==> config.mk <==
export PLATFORM = sky130hd
export DESIGN_NAME = writeback_sequencer
export DESIGN_NICKNAME = d
export VERILOG_FILES = /design/src/rtl/writeback_sequencer_pkg.sv /design/src/rtl/writeback_sequencer.sv
export SDC_FILE = /design/constraint.sdc
export NUM_CORES = 1
export LEC_CHECK = 0
export ABC_AREA = 1
export CORE_UTILIZATION = 41
export CTS_CLUSTER_DIAMETER = 60
export DETAILED_ROUTE_END_ITERATION = 8
export PLACE_DENSITY_LB_ADDON = 0.2
export SLEW_MARGIN = 10
export SYNTH_ARGS = -nofsm -noshare
export SYNTH_HDL_FRONTEND = slang
export SYNTH_SLANG_ARGS = --single-unit
==> constraint.sdc <==
create_clock -name clk -period 2.3 [get_ports clk]
set_clock_uncertainty 0.1 [all_clocks]
set_input_delay 0.345 -clock clk [delete_from_list [all_inputs] [get_ports clk]]
set_output_delay 0.345 -clock clk [all_outputs]
set_load 0.03 [all_outputs]
==> src/rtl/writeback_sequencer_pkg.sv <==
// Shared types and constants for the writeback sequencer.
// Latency: n/a (types, constants and one pure helper function).
// Backpressure: n/a.
package writeback_sequencer_pkg;

  typedef enum logic {
    WB_IDLE   = 1'b0,
    WB_SECOND = 1'b1
  } wb_state_t;

  // General purpose register numbers
  localparam logic [2:0] REG_EAX = 3'd0;
  localparam logic [2:0] REG_ECX = 3'd1;
  localparam logic [2:0] REG_EDX = 3'd2;
  localparam logic [2:0] REG_EBX = 3'd3;
  localparam logic [2:0] REG_ESP = 3'd4;
  localparam logic [2:0] REG_EBP = 3'd5;
  localparam logic [2:0] REG_ESI = 3'd6;
  localparam logic [2:0] REG_EDI = 3'd7;

  // Segment register numbers
  localparam logic [2:0] SEG_ES = 3'd0;
  localparam logic [2:0] SEG_CS = 3'd1;
  localparam logic [2:0] SEG_SS = 3'd2;
  localparam logic [2:0] SEG_DS = 3'd3;
  localparam logic [2:0] SEG_FS = 3'd4;
  localparam logic [2:0] SEG_GS = 3'd5;

  // Operand size codes carried alongside GPR writes
  localparam logic [2:0] SIZE_BYTE  = 3'd0;
  localparam logic [2:0] SIZE_WORD  = 3'd1;
  localparam logic [2:0] SIZE_DWORD = 3'd2;

  // One bit per GPR, used to build pending set/clear masks
  function automatic logic [7:0] reg_onehot(input logic [2:0] num);
    logic [7:0] m;
    m = 8'd0;
    m[num] = 1'b1;
    return m;
  endfunction

endpackage

==> src/rtl/writeback_sequencer.sv <==
// Serialises execute-stage writebacks onto single GPR/seg/MMX write ports.
// Latency: 1 cycle for reg0/seg/mmx; reg1 follows one cycle later.
// Backpressure: e_ready drops for the reg1 cycle, during flush and during reset.
module writeback_sequencer
  import writeback_sequencer_pkg::*;
(
  input  logic        clk,
  input  logic        reset,
  input  logic        flush,
  input  logic        e_valid,
  output logic        e_ready,
  input  logic        e_reg0_en,
  input  logic [2:0]  e_reg0_number,
  input  logic [2:0]  e_reg0_size,
  input  logic [31:0] e_reg0_data,
  input  logic        e_reg1_en,
  input  logic [2:0]  e_reg1_number,
  input  logic [2:0]  e_reg1_size,
  input  logic [31:0] e_reg1_data,
  input  logic        e_seg_en,
  input  logic [2:0]  e_seg_number,
  input  logic [15:0] e_seg_data,
  input  logic        e_mmx_en,
  input  logic [2:0]  e_mmx_number,
  input  logic [63:0] e_mmx_data,
  output logic        wb_reg_en,
  output logic [2:0]  wb_reg_number,
  output logic [2:0]  wb_reg_size,
  output logic [31:0] wb_reg_data,
  output logic        wb_seg_en,
  output logic [2:0]  wb_seg_number,
  output logic [15:0] wb_seg_data,
  output logic        wb_mmx_en,
  output logic [2:0]  wb_mmx_number,
  output logic [63:0] wb_mmx_data,
  output logic [7:0]  wb_reg_pending,
  output logic [31:0] wb_retire_count
);

  wb_state_t   state, state_nxt;
  logic        handshake;

  // reg1 write held over for the second output cycle
  logic [2:0]  r1_number, r1_size;
  logic [31:0] r1_data;

  // set while the port is showing an instruction's final write cycle
  logic        out_last;

  logic        nx_reg_en;
  logic [2:0]  nx_reg_number, nx_reg_size;
  logic [31:0] nx_reg_data;
  logic        nx_seg_en;
  logic [2:0]  nx_seg_number;
  logic [15:0] nx_seg_data;
  logic        nx_mmx_en;
  logic [2:0]  nx_mmx_number;
  logic [63:0] nx_mmx_data;
  logic        nx_last;
  logic [7:0]  pend_set, pend_clr;

  // Next state, handshake and next port contents; disabled ports stay all-zero
  always_comb begin
    state_nxt     = state;
    e_ready       = 1'b0;
    handshake     = 1'b0;
    nx_reg_en     = 1'b0;
    nx_reg_number = 3'd0;
    nx_reg_size   = 3'd0;
    nx_reg_data   = 32'd0;
    nx_seg_en     = 1'b0;
    nx_seg_number = 3'd0;
    nx_seg_data   = 16'd0;
    nx_mmx_en     = 1'b0;
    nx_mmx_number = 3'd0;
    nx_mmx_data   = 64'd0;
    nx_last       = 1'b0;
    case (state)
      WB_IDLE: begin
        e_ready   = !flush && !reset;
        handshake = e_valid && !flush && !reset;
        if (handshake) begin
          nx_last = !e_reg1_en;
          if (e_reg1_en) state_nxt = WB_SECOND;
          if (e_reg0_en) begin
            nx_reg_en     = 1'b1;
            nx_reg_number = e_reg0_number;
            nx_reg_size   = e_reg0_size;
            nx_reg_data   = e_reg0_data;
          end
          if (e_seg_en) begin
            nx_seg_en     = 1'b1;
            nx_seg_number = e_seg_number;
            nx_seg_data   = e_seg_data;
          end
          if (e_mmx_en) begin
            nx_mmx_en     = 1'b1;
            nx_mmx_number = e_mmx_number;
            nx_mmx_data   = e_mmx_data;
          end
        end
      end
      WB_SECOND: begin
        // reg1 issues regardless of flush: it belongs to an accepted instruction
        nx_reg_en     = 1'b1;
        nx_reg_number = r1_number;
        nx_reg_size   = r1_size;
        nx_reg_data   = r1_data;
        nx_last       = 1'b1;
        state_nxt     = WB_IDLE;
      end
      default: state_nxt = WB_IDLE;
    endcase
  end

  // Pending masks: a bit clears after its write is on the port, except when the
  // held reg1 targets the same register and is still to come
  always_comb begin
    pend_set = 8'd0;
    pend_clr = 8'd0;
    if (handshake) begin
      if (e_reg0_en) pend_set = pend_set | reg_onehot(e_reg0_number);
      if (e_reg1_en) pend_set = pend_set | reg_onehot(e_reg1_number);
    end
    if (wb_reg_en) pend_clr = reg_onehot(wb_reg_number);
    if (state == WB_SECOND) pend_clr = pend_clr & ~reg_onehot(r1_number);
  end

  // FSM state register
  always_ff @(posedge clk) begin
    if (reset) state <= WB_IDLE;
    else       state <= state_nxt;
  end

  // Registered write ports, pending bits, retire counter and reg1 holding
  always_ff @(posedge clk) begin
    if (reset) begin
      wb_reg_en       <= 1'b0;
      wb_reg_number   <= 3'd0;
      wb_reg_size     <= 3'd0;
      wb_reg_data     <= 32'd0;
      wb_seg_en       <= 1'b0;
      wb_seg_number   <= 3'd0;
      wb_seg_data     <= 16'd0;
      wb_mmx_en       <= 1'b0;
      wb_mmx_number   <= 3'd0;
      wb_mmx_data     <= 64'd0;
      wb_reg_pending  <= 8'd0;
      wb_retire_count <= 32'd0;
      out_last        <= 1'b0;
      r1_number       <= 3'd0;
      r1_size         <= 3'd0;
      r1_data         <= 32'd0;
    end else begin
      wb_reg_en       <= nx_reg_en;
      wb_reg_number   <= nx_reg_number;
      wb_reg_size     <= nx_reg_size;
      wb_reg_data     <= nx_reg_data;
      wb_seg_en       <= nx_seg_en;
      wb_seg_number   <= nx_seg_number;
      wb_seg_data     <= nx_seg_data;
      wb_mmx_en       <= nx_mmx_en;
      wb_mmx_number   <= nx_mmx_number;
      wb_mmx_data     <= nx_mmx_data;
      wb_reg_pending  <= (wb_reg_pending & ~pend_clr) | pend_set;
      wb_retire_count <= wb_retire_count + {31'd0, out_last};
      out_last        <= nx_last;
      if (handshake) begin
        r1_number <= e_reg1_number;
        r1_size   <= e_reg1_size;
        r1_data   <= e_reg1_data;
      end
    end
  end

endmodule

# Yosys cells after proc, flatten, opt, wreduce, memory -nomap -nowiden
# Cells that the tools add are included.
# Widths: inputs -> output; s select.
# word_totals
register_bits	207
in_bits	170
output_inout_bits	168
word_cells	84
# op_classes
addsub	1
n_lt_le_gt_ge	8
n_mux	35
bitwise_logic	10
n_reduce_logical	13
# op_table
op	n
$mux 32	2
$pmux 32 s2	1
$mux 8	6
$add 32x1->32	1
$and 8x8->8	2
$lt 3x4->1 const B	4
$not 8->8	2
$or 8x8->8	2
$mux 1	13
$demux 1 s3	4
$ge 3x1->1 const B	4
$mux 3	4
$pmux 3 s2	2
$reduce_or 4->1	2
$logic_and 1x1->1	7
$pmux 1 s2	3
$not 1->1	4
$logic_not 1->1	3
$reduce_or 3->1	1

# Logic depth before layout (Yosys ltp)
# logic_depth
word_depth	10
depth_mapped	9
mapped_depth_nobuf	9

# Worst setup path after synthesis
# Ideal clock, no wire load.
# synth_timing
kind	reg2reg
from	register wb_retire_count[0]
to	register wb_retire_count[26]
setup_time_ps	116
t_arrival_ps	1675
t_required_ps	2084
setup_slack_ps	409
path_stages_with_launch	10
n_path_buf	0
synth_period_minus_slack_ps	1891
path_cell_list	dfxtp_1 > ha_1 > ha_1 > nand2_1 > nor2_1 > nand2_1 > nor2_2 > nand4_1 > nand2_1 > nor2_1
# synth_via
elab_chain_cells	1
# synth_rtl
element	line_no	source
start, declared	writeback_sequencer.sv:37	output logic [31:0] wb_retire_count
start signal, assigned	writeback_sequencer.sv:166	wb_retire_count <= wb_retire_count + {31'd0, out_last};
$add 32x1->32	writeback_sequencer.sv:166	
# Every way passes these cells.
# A chain may end at the register's enable or synchronous reset.

# Worst setup path in the final report
# layout_timing
from	input flush
to	output e_ready
# layout_via
elab_chain_cells	3
# layout_rtl
element	line_no	source
start, declared	writeback_sequencer.sv:9	input logic flush,
$logic_not 1->1	writeback_sequencer.sv:80	e_ready = !flush && !reset;
$logic_and 1x1->1	writeback_sequencer.sv:80	
$mux 1	writeback_sequencer.sv:78	case (state)
end, declared	writeback_sequencer.sv:11	output logic e_ready,
# Every way passes these cells.

==> results.txt <==
----------------------------------------------------
[Detailed routing]
  Number of optimization iterations in the first detailed-route pass ... 4
  WL/cell ... roughly 15 um
  Antenna-violating nets left ... 0
  Vias/cell ... 4.57
  Initial drt markers ... just under 300
  DRC violation count after routing ... 0
  Total detailed-routing wirelength ... 22.6 mm
  Vias post-DR ... 7106

[Setup path]
  Critical path endpoint category ... primary output
  Critical Path End ... e_ready
  Category of the critical setup timing path ... in2out
  Start of the worst register-to-register path ... wb_retire_count[0]$_SDFF_PP0_
  Kind of start point of the critical path ... input pin
  Required time at the endpoint of the critical path ... roughly 1.9 ns
  RR Endpoint ... wb_retire_count[22]$_SDFF_PP0_
  Arrival time of data at the critical path endpoint ... 1.75 ns
  Largest fanout of any net on the critical path ... 2
  Logic depth of the worst register-to-register path ... 9
  Register-to-register path setup slack ... 0.35 ns
  Worst setup path start ... flush

[Timing]
  Crit share post-route ... 0.956
  Final Hold Violating Endpoints ... 0
  Setup total negative slack ... 0 ns
  Smallest setup slack after layout ... between 0.1 and 0.15 ns
  Actual transition at the worst max-transition pin ... 1.06 ns
  Number of max-slew violations in the final report ... 0
  Worst hold slack ... 0.111 ns
  Number of endpoints failing setup at the final stage ... 0
  RSZ-0062 raised after global routing ... no
  Highest attainable clock frequency ... about 450 MHz
  Slew margin rel. ... 0.296
  Final Critical Period ... 2.20 ns

[Yosys]
  Yosys top cell area share ... 0.559
  Fraction of registers with async set or reset after synthesis ... 0
  Sequential area share after synthesis ... 0.559
  Post-synth EDFFs ... 0
  Syn Nets ... 1152
  Average instance area after synthesis ... ~7.6 sq um
  Area of the mapped netlist ... between 7000 and 8000 sq um
  Synthesized flop and latch total ... between 200 and 250
  Most frequently used flop master after synthesis ... dfxtp_1
  Top cells by area in the synthesized netlist ... dfxtp_1 (56%), nand2_1 (14%), nor2_1 (7.4%)
  Number of synthesis warnings ... 0
  Post-synth top area cell ... dfxtp_1
  Unique masters post-synth ... 26
  Gate count after technology mapping ... 980

[Final layout]
  Final Net Count ... 1488
  Sequential cell area ... just over 4000 sq um
  Post-Route Utilization ... 0.670
  FILL cells ... 1477
  Area delta synth->final ... 58.0%
  Combined area of the multi-input logic cells ... 2550 sq um
  Non-Filler Cell Area, Final ... ~12000 sq um
  Fraction of final layout cells with drive strength greater than 1 ... 0.0474

[Pwr]
  IR drop worst, VDD ... 539 uV
  Power Density ... approximately 670 nW/um^2
  Leak pwr ... between 4 and 5 nW

[Clocking]
  Inserted Clock Buffers ... 22
  Num Clock Sinks ... just over 200
  Clock-pin transition on the worst setup and hold timing paths ... approximately 0.050 ns
  Buffer cell driving the clock tree root ... clkbuf_16
  Total of cells resized after clock tree synthesis ... 0
  Count of hold-fix buffers inserted at cts ... 0
  Bufs on Longest Clock Path ... 3
  Buffer count from post-CTS setup fixing ... 0
  Clock tree from TritonCTS ... built
  H-Tree Level Count ... 1
  Source-to-sink clock delay at the later pin of the worst-skew pair ... 0.49 ns

[Floorplanning]
  Width of the die ... 136 um
  DIE HEIGHT ... between 100 and 150 um
  Number of placement rows ... 48
  Core box area ... 17500 sq um
  Top-Level Pins ... 338
  Initial Utilization ... 0.424
  Full die area ... 18600 sq um

[Place]
  Number of port buffers ... 337
  Last weighted congestion value of the routability-driven placer ... 0.913
  Pre-CTS worst setup slack ... 0.0804 ns
  Half-perimeter wire length after placement ... between 15 and 20 mm
  Instance area after placement ... ~11000 sq um

[Global route]
  Vias in the first global route ... roughly 6.8k
  Wire length of the first global-routing pass ... 34.2 mm
  Busiest metal layer after global routing ... met2
  GR met2 Demand/Resource ... 0.424
  GRT Residual Overflow ... 0
  Total routing resource utilization after global routing ... 0.239
  Antenna violations before repair ... 1
  Met1 Track Usage GR ... 0.267
  Met3 Resource Use GR ... 0.0738
  Maximum number of pins on one net before global-route repair ... approximately 100

[Run]
  Max-cap violations ... 0

[Outcome]
  Outcome ... completed

[Min path]
  Worst hold path class ... in2reg

----------------------------------------------------
[logic make-up (layout without fill, tap and decap cells)]
| family | Yosys count | after routing | share of synthesized area |
|---|---|---|---|
| buffers and inverters | 178 | 527 | 0.0963 |
| flip-flops | 207 | 207 | 0.559 |
| other | 0 | 1 | 0 |
| AO/OA/AOI/OAI | 137 | 137 | 0.0946 |
| AND/OR/NAND/NOR | 452 | 452 | 0.242 |
| XOR/XNOR | 4 | 4 | 0.00473 |
| adder cells (fa/ha/maj) | 2 | 2 | 0.00338 |
[final cells by class]
cell class / instances / area share
diodes: 1 / 0.000214
clock buffers: 31 / 0.0534
repair buffers: 349 / 0.298
inverters: 141 / 0.0454
well taps: 225 / 0.0241
multi-input cells: 595 / 0.218
clock inverters: 6 / 0.00706
flip-flops and latches: 207 / 0.354
[layout by cell type, fill, tap and decap left out]
| master | Yosys | routed |
|---|---|---|
| buf_4 | 3 | 11 |
| inv_4 | 1 | 1 |
| nor2_4 | 1 | 1 |
| o21ai_0 | 23 | 23 |
| o31ai_1 | 2 | 2 |
| nor3b_2 | 1 | 1 |
| diode_2 | 0 | 1 |
| o21bai_1 | 1 | 1 |
| nor2_2 | 13 | 13 |
| clkbuf_1 | 20 | 6 |
| nor3_1 | 1 | 1 |
| nand2_2 | 2 | 2 |
| nor3_4 | 1 | 1 |
| ha_1 | 2 | 2 |
| dfxtp_1 | 207 | 207 |
| nand3_1 | 19 | 19 |
| xnor2_1 | 2 | 2 |
| nor2_1 | 146 | 146 |
| clkdlybuf4s50_1 | 0 | 336 |
| bufinv_16 | 0 | 2 |
| o21a_1 | 3 | 3 |
| nand2_1 | 267 | 267 |
| clkinv_2 | 0 | 3 |
| clkbuf_8 | 0 | 2 |
| a21oi_1 | 108 | 108 |
| nand4_1 | 1 | 1 |
| xor2_1 | 2 | 2 |
| buf_12 | 0 | 2 |
| inv_1 | 140 | 140 |
| clkinvlp_4 | 0 | 1 |
| clkbuf_16 | 0 | 23 |
[how the worst min path moves through the flow]
stage	start	depth (start not counted)	endpoint	slack, ns
2_1_floorplan	r1_data[0]$_SDFFE_PP0P_	2	wb_reg_data[0]$_SDFF_PP0_	0.34
3_3_place_gp	r1_size[0]$_SDFFE_PP0P_	2	wb_reg_size[0]$_SDFF_PP0_	0.34
3_5_place_dp	r1_size[0]$_SDFFE_PP0P_	2	wb_reg_size[0]$_SDFF_PP0_	0.35
4_1_cts	reset	4	out_last$_SDFF_PP0_	0.09
5_1_grt	reset	4	out_last$_SDFF_PP0_	0.10
6_report	reset	4	out_last$_SDFF_PP0_	0.11
[registers in the layout, indices dropped and copies added (netlist names), 3 cells and up]
register / flops
wb_mmx_number: 3
wb_reg_pending: 8
wb_reg_data: 32
wb_mmx_data: 64
r1_size: 3
wb_seg_data: 16
r1_number: 3
r1_data: 32
wb_seg_number: 3
wb_reg_number: 3
wb_retire_count: 32
wb_reg_size: 3
[worst max-delay path: stages]
cell and delay (ns):
clkdlybuf4s50_1 0.47, nor3_4 0.23, clkdlybuf4s50_1 0.71
[where the power goes]
group	internal, mW	total, mW	switching (mW)
clock network	2.11	3.49	1.38
registers	3.65	3.67	0.0241
logic	0.372	0.668	0.296
[stage by stage]
stage / instances / power, mW
global placement: 1517 / 4.41
finish: 1555 / 7.83
CTS: 1554 / 7.92
floorplan: 980 / 3.99
detailed placement: 1517 / 4.42
global route: 1554 / 8.12
[metal layers]
layer	vias up	wire length (um)
li1	3638	-
met1	3173	8580
met2	253	11500
met3	42	1960
met4	0	603
met5	-	0
[synth_stat cells, drive strengths merged (3+ instances only)]
| library cell | n |
|---|---|
| a21oi | 108 |
| buf | 17 |
| clkbuf | 20 |
| dfxtp | 207 |
| inv | 141 |
| nand2 | 269 |
| nand3 | 19 |
| nor2 | 160 |
| o21a | 3 |
| o21ai | 23 |
No activity file was read; power rests on OpenSTA's default activity.
